--- src/rtl/mem_pkg.sv ---
// ---------------------------------------------------------------------------
// mem_pkg
// Shared definitions for the data-RAM arbiter slice.
//   AW_DEF / DW_DEF : default RAM address / data width (256 x 8)
//   state_t         : sequencer states (ST_IDLE, ST_ACCESS, ST_DONE)
//   REQ_CPU/REQ_DMA : requester index constants (0 = CPU data port, 1 = DMA)
// ---------------------------------------------------------------------------
package mem_pkg;

   localparam int AW_DEF = 8;
   localparam int DW_DEF = 8;

   typedef enum logic [1:0] {
      ST_IDLE   = 2'd0,
      ST_ACCESS = 2'd1,
      ST_DONE   = 2'd2
   } state_t;

   localparam logic REQ_CPU = 1'b0;
   localparam logic REQ_DMA = 1'b1;

endpackage

--- src/rtl/ram_arb_if.sv ---
// ---------------------------------------------------------------------------
// ram_arb_if
// Bundles both requester ports and the RAM-side bus of the arbiter.
//   Requester N (N = 0,1): reqN, weN, addrN, wdataN in; ackN, rdataN out
//   RAM side: ram_abus, ram_dbus_i, ram_wr_en out; ram_dbus_o in (async read)
//   busy: arbiter is in an access or completion cycle
// Modports: slave = arbiter view, master = requester/RAM environment view.
//
// Handshake: reqN is a level. Once raised, weN/addrN/wdataN stay stable and
// reqN stays high until the one-cycle ackN pulse. From the cycle after ackN
// the requester either drops reqN or presents the next request. rdataN is
// valid in the ackN cycle and holds until the next read ack for that port.
// ---------------------------------------------------------------------------
interface ram_arb_if
   import mem_pkg::*;
#(
   parameter int AW = AW_DEF,
   parameter int DW = DW_DEF
);
   logic          req0;
   logic          we0;
   logic [AW-1:0] addr0;
   logic [DW-1:0] wdata0;
   logic          ack0;
   logic [DW-1:0] rdata0;

   logic          req1;
   logic          we1;
   logic [AW-1:0] addr1;
   logic [DW-1:0] wdata1;
   logic          ack1;
   logic [DW-1:0] rdata1;

   logic [AW-1:0] ram_abus;
   logic [DW-1:0] ram_dbus_i;
   logic [DW-1:0] ram_dbus_o;
   logic          ram_wr_en;
   logic          busy;

   modport slave (
      input  req0, we0, addr0, wdata0,
      input  req1, we1, addr1, wdata1,
      input  ram_dbus_o,
      output ack0, rdata0, ack1, rdata1,
      output ram_abus, ram_dbus_i, ram_wr_en, busy
   );

   modport master (
      output req0, we0, addr0, wdata0,
      output req1, we1, addr1, wdata1,
      output ram_dbus_o,
      input  ack0, rdata0, ack1, rdata1,
      input  ram_abus, ram_dbus_i, ram_wr_en, busy
   );

endinterface

--- src/rtl/ram_arb_pick.sv ---
// ---------------------------------------------------------------------------
// ram_arb_pick
// Combinational 2-way picker.
//   i_req0, i_req1 : pending requests
//   i_last         : requester granted most recently
//   o_winner       : index of the requester to grant (meaningful only when
//                    at least one request is pending)
// Build option RAM_ARB_RR_EN: when defined, simultaneous requests alternate
// (the requester other than i_last wins); when undefined, requester 0 always
// wins and i_last is ignored.
// ---------------------------------------------------------------------------
module ram_arb_pick
   import mem_pkg::*;
(
   input  logic i_req0,
   input  logic i_req1,
   input  logic i_last,
   output logic o_winner
);

`ifdef RAM_ARB_RR_EN
   always_comb begin
      o_winner = REQ_DMA;
      if (i_req0 && i_req1) begin
         o_winner = ~i_last;
      end else if (i_req0) begin
         o_winner = REQ_CPU;
      end
   end
`else
   // Fixed priority: the last-grant history is kept by the caller but has
   // no influence here.
   logic w_unused_last;
   assign w_unused_last = i_last;

   always_comb begin
      o_winner = REQ_DMA;
      if (i_req0 || !i_req1) begin
         o_winner = REQ_CPU;
      end
   end
`endif

endmodule

--- src/rtl/ram_arb.sv ---
// ---------------------------------------------------------------------------
// ram_arb
// Arbiter/sequencer sharing a 256x8 async-read / sync-write data RAM between
// requester 0 (CPU data port) and requester 1 (loader/debug DMA).
//   clk, rst    : system clock; synchronous active-high reset
//   bus         : ram_arb_if.slave (requester ports + RAM bus + busy)
//   o_dbg_state : current sequencer state, for observation only
// Each access takes IDLE -> ACCESS -> DONE: the RAM is driven for exactly
// the ACCESS cycle, read data is captured at its closing edge, and the ack
// is pulsed in DONE. Build option RAM_ARB_RR_EN selects round-robin instead
// of fixed-priority arbitration (see ram_arb_pick).
// ---------------------------------------------------------------------------
module ram_arb
   import mem_pkg::*;
#(
   parameter int AW = AW_DEF,
   parameter int DW = DW_DEF
)(
   input  logic    clk,
   input  logic    rst,
   ram_arb_if.slave bus,
   output state_t  o_dbg_state
);

   state_t        r_state;
   state_t        w_next;
   logic          r_gnt;
   logic          r_last;
   logic [DW-1:0] r_rdata0;
   logic [DW-1:0] r_rdata1;

   logic          w_winner;
   logic          w_any_req;
   logic          w_gnt_we;
   logic [AW-1:0] w_gnt_addr;
   logic [DW-1:0] w_gnt_wdata;

   ram_arb_pick u_pick (
      .i_req0   (bus.req0),
      .i_req1   (bus.req1),
      .i_last   (r_last),
      .o_winner (w_winner)
   );

   assign w_any_req = bus.req0 | bus.req1;

   // Address/data are not registered: the requester holds them until ack,
   // so muxing them by the registered grant keeps the RAM bus free of any
   // path from req.
   assign w_gnt_we    = (r_gnt == REQ_DMA) ? bus.we1    : bus.we0;
   assign w_gnt_addr  = (r_gnt == REQ_DMA) ? bus.addr1  : bus.addr0;
   assign w_gnt_wdata = (r_gnt == REQ_DMA) ? bus.wdata1 : bus.wdata0;

   // State register
   always_ff @(posedge clk) begin
      if (rst) begin
         r_state <= ST_IDLE;
      end else begin
         r_state <= w_next;
      end
   end

   // Grant, last-grant pointer and read-data capture
   always_ff @(posedge clk) begin
      if (rst) begin
         r_gnt    <= REQ_CPU;
         r_last   <= REQ_DMA;
         r_rdata0 <= '0;
         r_rdata1 <= '0;
      end else begin
         case (r_state)
            ST_IDLE: begin
               if (w_any_req) begin
                  r_gnt <= w_winner;
               end
            end
            ST_ACCESS: begin
               // Reads capture the async RAM output at the closing edge;
               // writes leave both read-data registers untouched.
               if (!w_gnt_we) begin
                  if (r_gnt == REQ_DMA) begin
                     r_rdata1 <= bus.ram_dbus_o;
                  end else begin
                     r_rdata0 <= bus.ram_dbus_o;
                  end
               end
            end
            ST_DONE: begin
               r_last <= r_gnt;
            end
            default: ;
         endcase
      end
   end

   // Next state and outputs
   always_comb begin
      w_next         = r_state;
      bus.ram_abus   = '0;
      bus.ram_dbus_i = '0;
      bus.ram_wr_en  = 1'b0;
      bus.ack0       = 1'b0;
      bus.ack1       = 1'b0;
      bus.busy       = 1'b0;
      case (r_state)
         ST_IDLE: begin
            if (w_any_req) begin
               w_next = ST_ACCESS;
            end
         end
         ST_ACCESS: begin
            bus.busy       = 1'b1;
            bus.ram_abus   = w_gnt_addr;
            bus.ram_dbus_i = w_gnt_wdata;
            bus.ram_wr_en  = w_gnt_we;
            w_next         = ST_DONE;
         end
         ST_DONE: begin
            bus.busy = 1'b1;
            bus.ack0 = (r_gnt == REQ_CPU);
            bus.ack1 = (r_gnt == REQ_DMA);
            w_next   = ST_IDLE;
         end
         default: begin
            w_next = ST_IDLE;
         end
      endcase
   end

   assign bus.rdata0  = r_rdata0;
   assign bus.rdata1  = r_rdata1;
   assign o_dbg_state = r_state;

endmodule

--- src/flat_wrapper.sv ---
// flat-port wrapper written by rule: the top's interface ports become plain ports
module ram_arb_flat import mem_pkg::*;
#(
   parameter int AW = AW_DEF,
   parameter int DW = DW_DEF
)
  (clk, rst, o_dbg_state, bus_req0, bus_we0, bus_addr0, bus_wdata0, bus_req1, bus_we1, bus_addr1, bus_wdata1, bus_ram_dbus_o, bus_ack0, bus_rdata0, bus_ack1, bus_rdata1, bus_ram_abus, bus_ram_dbus_i, bus_ram_wr_en, bus_busy);
  ram_arb_if #(.AW(AW), .DW(DW)) bus_i ();
  input  logic clk;
  input  logic rst;
  output state_t o_dbg_state;
  input wire logic [$bits(bus_i.req0)-1:0] bus_req0;
  input wire logic [$bits(bus_i.we0)-1:0] bus_we0;
  input wire logic [$bits(bus_i.addr0)-1:0] bus_addr0;
  input wire logic [$bits(bus_i.wdata0)-1:0] bus_wdata0;
  input wire logic [$bits(bus_i.req1)-1:0] bus_req1;
  input wire logic [$bits(bus_i.we1)-1:0] bus_we1;
  input wire logic [$bits(bus_i.addr1)-1:0] bus_addr1;
  input wire logic [$bits(bus_i.wdata1)-1:0] bus_wdata1;
  input wire logic [$bits(bus_i.ram_dbus_o)-1:0] bus_ram_dbus_o;
  output wire logic [$bits(bus_i.ack0)-1:0] bus_ack0;
  output wire logic [$bits(bus_i.rdata0)-1:0] bus_rdata0;
  output wire logic [$bits(bus_i.ack1)-1:0] bus_ack1;
  output wire logic [$bits(bus_i.rdata1)-1:0] bus_rdata1;
  output wire logic [$bits(bus_i.ram_abus)-1:0] bus_ram_abus;
  output wire logic [$bits(bus_i.ram_dbus_i)-1:0] bus_ram_dbus_i;
  output wire logic [$bits(bus_i.ram_wr_en)-1:0] bus_ram_wr_en;
  output wire logic [$bits(bus_i.busy)-1:0] bus_busy;
  assign bus_i.req0 = bus_req0;
  assign bus_i.we0 = bus_we0;
  assign bus_i.addr0 = bus_addr0;
  assign bus_i.wdata0 = bus_wdata0;
  assign bus_i.req1 = bus_req1;
  assign bus_i.we1 = bus_we1;
  assign bus_i.addr1 = bus_addr1;
  assign bus_i.wdata1 = bus_wdata1;
  assign bus_i.ram_dbus_o = bus_ram_dbus_o;
  assign bus_ack0 = bus_i.ack0;
  assign bus_rdata0 = bus_i.rdata0;
  assign bus_ack1 = bus_i.ack1;
  assign bus_rdata1 = bus_i.rdata1;
  assign bus_ram_abus = bus_i.ram_abus;
  assign bus_ram_dbus_i = bus_i.ram_dbus_i;
  assign bus_ram_wr_en = bus_i.ram_wr_en;
  assign bus_busy = bus_i.busy;
  ram_arb #(.AW(AW), .DW(DW)) u_core (.clk(clk), .rst(rst), .bus(bus_i), .o_dbg_state(o_dbg_state));
endmodule
--- config.mk ---
export PLATFORM = sky130hd
export DESIGN_NAME = ram_arb_flat
export DESIGN_NICKNAME = d
export VERILOG_FILES = /design/src/rtl/mem_pkg.sv /design/src/rtl/ram_arb_if.sv /design/src/rtl/ram_arb_pick.sv /design/src/rtl/ram_arb.sv /design/src/flat_wrapper.sv
export SDC_FILE = /design/constraint.sdc
export NUM_CORES = 1
export LEC_CHECK = 0
export CORE_MARGIN = 8
export CORE_UTILIZATION = 38
export CTS_BUF_LIST = sky130_fd_sc_hd__clkbuf_2
export CTS_CLUSTER_DIAMETER = 40
export DETAILED_ROUTE_END_ITERATION = 6
export GPL_ROUTABILITY_DRIVEN = 0
export PLACE_DENSITY = 0.89
export SLEW_MARGIN = 20
export SYNTH_ARGS = -nofsm -noshare
export SYNTH_HDL_FRONTEND = slang
export SYNTH_SLANG_ARGS = --single-unit
--- constraint.sdc ---
create_clock -name clk -period 3.9 [get_ports clk]
set_input_delay 0.975 -clock clk [delete_from_list [all_inputs] [get_ports clk]]
set_output_delay 0.975 -clock clk [all_outputs]
set_load 0.005 [all_outputs]
==> flow_summary.json, run 1 <==
{
  "critPathLaunchType": "input pin",
  "cts_max_level": 1,
  "cp_max_fo": 1,
  "cts_sinks": 19,
  "synth_cell_types": 18,
  "worstReg2RegEnd": "u_core.bus.rdata0[7]",
  "min_period_over_period_pct": 81.0,
  "crit_slowest_cell": "clkdlybuf4s50_1",
  "arrival_ns": 2.18,
  "grt_pass1_vias": 1203,
  "outcome": "completed",
  "insertion_delay_ns": 0.33,
  "cp-end-kind": "output port",
  "layout_common_cells": "clkdlybuf4s50_1, mux2i_1, nand2b_1, nor2b_1, dfxtp_1",
  "p_leak_nw": 0.761,
  "layout_commonest_cell": "clkdlybuf4s50_1",
  "grt_pass1_wl_um": 5840,
  "yosysSeqAreaShare_pct": 32.5,
  "num_rows": 20,
  "wl_per_cell_um": 15.8,
  "ys_ff_latch": 19,
  "irDropWorstVdd_uv": 187,
  "cts.path.max_buffers": 2,
  "timing.critical_path.mode_cell": "clkdlybuf4s50_1",
  "firstDrtPassIters": 4,
  "yosysWarnings": 0,
  "hold_violations": 0,
  "slew_headroom_pct": 39.2,
  "synth_area_um2": 1170,
  "drc": 0,
  "ff2ff_path_depth": 4,
  "start_util_pct": 39.2,
  "area_growth_pct": 71.6,
  "die_h_um": 71.5,
  "totalWireLength_um": 3650,
  "port_buffers": 83,
  "vias": 1114,
  "syn-num-nets": 169,
  "worstReg2RegStart": "u_core.o_dbg_state[1]",
  "drtAntennaViolNets": 0,
  "grt_max_degree": 29,
  "cts_hold_buf": 0,
  "p_per_area_nw_per_um2": 236,
  "antenna_found_initial": 0,
  "max_freq_mhz": 317,
  "cap_violations": 0,
  "grt_use_total_pct": 13.9,
  "clk_pin_slew_ns": 0.17,
  "cp.required_ns": 2.92,
  "ctsResizeCount": 0,
  "drive_above_1_share_pct": 3.03,
  "setup_viol": 0,
  "cts-root-buf": "clkbuf_2",
  "drv_slew": 0,
  "cts_setup_buffers": 0,
  "hold-path-endpoint": "u_core.bus.rdata1[7]",
  "hold_slack_ns": 0.489,
  "diodes": 0,
  "grt_setup_unrepaired": "false",
  "tns_ns": 0,
  "crit_type": "in -> out",
  "fp.dieW_um": 71.5,
  "dieArea_um2": 5110,
  "avgSynthCellArea_um2": 9.82,
  "finalNetCount": 249,
  "worstHoldStart": "u_core.bus.rdata1[7]",
  "dp_hpwl_um": 3030,
  "min_period_ns": 3.16,
  "tightest_slew_ns": 0.908,
  "worstPathCellList": "clkdlybuf4s50_1 -> mux2i_1 -> nor2b_1 -> clkdlybuf4s50_1",
  "cpPeakStageDelay_ns": 0.53,
  "whs_path_depth": 2,
  "r2r_setup_slack_ns": 1.81,
  "core_um2": 2980,
  "overflow": 0,
  "clock_skew_ns": 0.0202,
  "netlist_instances": 119,
  "hold_class": "reg -> reg",
  "io_pins": 84,
  "drtIter0Drc": 26,
  "cts_tree": "yes",
  "cts_buffers": 3,
  "vias_per_cell": 4.82
}
sequential cells by signal, summed over array words and instances, names as in the netlist:
name                flops
u_core.o_dbg_state      2
u_core.bus.rdata1       8
u_core.r_gnt            1
u_core.bus.rdata0       8
cell families after synthesis:
group                    Yosys count  share of synthesized area [%]
flip-flops                        19                           32.5
AND/OR/NAND/NOR                   50                           27.5
adder cells (fa/ha/maj)            4                           4.28
buffers and inverters             10                           5.46
multiplexers                      34                           29.1
AO/OA/AOI/OAI                      2                           1.07
stage by stage:
step / setup slack [ns] / instance area [µm²] / instances / power, mW / util, %
final: 0.742 / 2010 / 231 / 0.474 / 67.4
after CTS: 0.599 / 2000 / 231 / 0.478 / 67.3
after global routing: 0.660 / 2010 / 231 / 0.496 / 67.4
after floorplan: 1.77 / 1170 / 119 / 0.289 / -
after global placement: 0.742 / 1980 / 227 / 0.388 / 66.6
after detailed placement: 0.710 / 1980 / 227 / 0.393 / 66.6
cell usage after synthesis:
cell            count  area [µm²]
inv_1               2        7.51
and2_1              1        6.26
a21oi_1             1        5.00
nor2b_1            18         113
a211oi_1            1        7.51
clkbuf_1            2        7.51
buf_4               2        15.0
nand3b_1            1        7.51
dfxtp_1            19         380
buf_2               2        10.0
nand2b_1           26         163
nor3b_1             2        15.0
dlymetal6s2s_1      1        12.5
ha_1                4        50.1
nor3_1              1        5.00
buf_6               1        11.3
mux2i_1            34         340
nor3b_2             1        12.5
cell type report:
class	instances	area [µm²]
sequential	19	382
fill	250	972
clock buffer	3	15.0
multi-input combinational	90	724
tap	33	41.3
inverter	2	7.51
timing repair buffer	83	831
clock inverter	1	5.00
worst max path at each step:
stage	from	endpoint	slack, ns	cells past startpoint
final	bus_addr1[3]	bus_ram_abus[3]	0.74	4
after global routing	bus_we0	bus_ram_wr_en	0.66	4
after CTS	u_core.r_gnt	bus_ram_abus[3]	0.60	3
after detailed placement	bus_addr1[3]	bus_ram_abus[3]	0.71	4
after global placement	bus_we0	bus_ram_wr_en	0.74	4
after floorplan	bus_addr1[0]	bus_ram_abus[0]	1.77	2
layer usage:
layer	vias to the layer above	wire [µm]	global-route usage [%]
met2	58	1700	25.3
met3	3	416	5.72
li1	550	-	-
met1	503	1500	14.7
met4	0	27	2.72
met5	-	0	0
worst max-delay path: cells and delay by family:
kind | cells | cell delay [ns]
mux | 1 | 0.07
simple gates | 1 | 0.15
buf+inv | 2 | 0.99
power breakdown:
group	switching [mW]	total (mW)	leakage, nW	internal (mW)
Clock	0.0650	0.0882	0.0164	0.0232
Sequential	0.0136	0.216	0.155	0.203
Combinational	0.0519	0.170	0.591	0.118
(Power assumes the default switching activity.)
==> run 2, diff against run 1 <==
Settings changed: CORE_UTILIZATION 38 to 35, PLACE_DENSITY 0.89 to 0.83.
Clock period 3.9 ns to 3.25 ns, I/O delays scaled along.
==> flow_summary.json, run 2 (same netlist as run 1, synthesis figures left out) <==
{
  "core_um2": 3280,
  "grt_pass1_wl_um": 5890,
  "r2r_setup_slack_ns": 1.16,
  "drive_above_1_share_pct": 3.50,
  "drtIter0Drc": 22,
  "worstPathCellList": "clkdlybuf4s50_1 -> mux2i_1 -> nor2b_1 -> clkdlybuf4s50_1",
  "wl_per_cell_um": 15.8,
  "p_per_area_nw_per_um2": 279,
  "die_h_um": 73.8,
  "dp_hpwl_um": 3260,
  "cts_sinks": 19,
  "arrival_ns": 2.03,
  "num_rows": 21,
  "drv_slew": 0,
  "drtAntennaViolNets": 0,
  "layout_commonest_cell": "clkdlybuf4s50_1",
  "setup_viol": 0,
  "fillers": 289,
  "cts.path.max_buffers": 2,
  "cp-end-kind": "output port",
  "cp.required_ns": 2.44,
  "final_cell_area_um2": 2040,
  "vias": 1108,
  "finalNonFillerCells": 246,
  "grt_setup_unrepaired": "false",
  "overflow": 0,
  "switchingPower_uw": 153,
  "hold_violations": 0,
  "hold_slack_ns": 0.492,
  "power.internal_uw": 415,
  "hold_class": "reg -> reg",
  "layout_common_cells": "clkdlybuf4s50_1, mux2i_1, nand2b_1, dfxtp_1, nor2b_1",
  "placed_cells": 242,
  "insertion_delay_ns": 0.31,
  "min_period_over_period_pct": 87.5,
  "utilization_pct": 62.0,
  "place_area_um2": 2020,
  "max_freq_mhz": 352,
  "combPwrFrac_pct": 38.3,
  "critPathLaunchType": "input pin",
  "area_growth_pct": 74.2,
  "grt_use_total_pct": 13.9,
  "cts_max_level": 1,
  "worstReg2RegStart": "u_core.o_dbg_state[1]",
  "cts_setup_buffers": 0,
  "cts-root-buf": "clkbuf_2",
  "io_pins": 84,
  "tightest_slew_ns": 0.851,
  "clkPwrFrac_pct": 17.7,
  "firstDrtPassIters": 4,
  "dieArea_um2": 5440,
  "grt_pass1_vias": 1119,
  "diodes": 0,
  "totalWireLength_um": 3880,
  "cp-startpoint": "bus_addr1[7]",
  "pre_cts_ws_ns": 0.397,
  "drc": 0,
  "outcome": "completed",
  "seqPwrFrac_pct": 44.1,
  "finalNetCount": 251,
  "slew_headroom_pct": 43.0,
  "cts_tree": "yes",
  "p_total_uw": 568,
  "timing.critical_path.mode_cell": "clkdlybuf4s50_1",
  "vias_per_cell": 4.50,
  "crit_end": "bus_ram_abus[7]",
  "ff2ff_path_depth": 4,
  "cts_buffers": 3,
  "grt_max_degree": 29,
  "worstReg2RegEnd": "u_core.bus.rdata0[4]",
  "layout_setup_ws_ns": 0.408,
  "antenna_found_initial": 0,
  "start_util_pct": 35.6,
  "cpPeakStageDelay_ns": 0.53,
  "fp.dieW_um": 73.8,
  "cts_hold_buf": 0,
  "clk_pin_slew_ns": 0.16,
  "tns_ns": 0,
  "cp_max_fo": 1,
  "crit_slowest_cell": "clkdlybuf4s50_1",
  "p_leak_nw": 0.772,
  "clock_skew_ns": 0.0154,
  "ctsResizeCount": 0,
  "min_period_ns": 2.84,
  "irDropWorstVdd_uv": 293,
  "switching_share_pct": 27.0,
  "cap_violations": 0,
  "crit_type": "in -> out",
  "port_buffers": 83
}
run 2: cell types whose count changed in the layout (fill, tap and decap cells not counted), sizes merged:
cell	delta
buf	+2
run 2: critical path: cells and delay by family:
kind | cells | cell delay, ns
buffers and inverters | 2 | 0.99
AND/OR/NAND/NOR | 1 | 0.15
multiplexers | 1 | 0.07
run 2: layout make-up:
cell class	count	area, µm²	area share (%)
clock inverter	1	5.00	0.246
timing repair buffer	85	846	41.5
clock buffer	3	15.0	0.738
sequential	19	380	18.7
multi-input combinational	90	724	35.6
inverter	2	7.51	0.369
tap	46	57.6	2.83
run 2: metal layers:
metal	up-vias	track usage [%]	part of all wire, %
met5	-	0	0
met4	0	2.00	0.64
met1	503	15.6	42
li1	558	-	-
met2	45	25.5	51
met3	2	4.09	6.6
run 2: how the worst min path moves through the flow:
stage | end | slack [ns] | start | depth (start not counted)
2_1_floorplan | u_core.bus.rdata0[7] | 0.46 | u_core.bus.rdata0[7] | 2
3_3_place_gp | u_core.bus.rdata0[0] | 0.46 | u_core.bus.rdata0[0] | 2
3_5_place_dp | u_core.bus.rdata1[1] | 0.47 | u_core.bus.rdata1[1] | 2
4_1_cts | u_core.bus.rdata1[1] | 0.49 | u_core.bus.rdata1[1] | 2
5_1_grt | u_core.bus.rdata0[6] | 0.52 | u_core.bus.rdata0[6] | 2
6_report | u_core.bus.rdata0[6] | 0.49 | u_core.bus.rdata0[6] | 2
run 2: power groups by stage:
| stage | sequential (mW) | clock, mW | combinational, mW |
|---|---|---|---|
| after floorplan | 0.255 | 0 | 0.0912 |
| after global placement | 0.255 | 0 | 0.214 |
| after detailed placement | 0.255 | 0 | 0.220 |
| after CTS | 0.250 | 0.105 | 0.220 |
| after global routing | 0.252 | 0.119 | 0.235 |
| final | 0.250 | 0.100 | 0.217 |
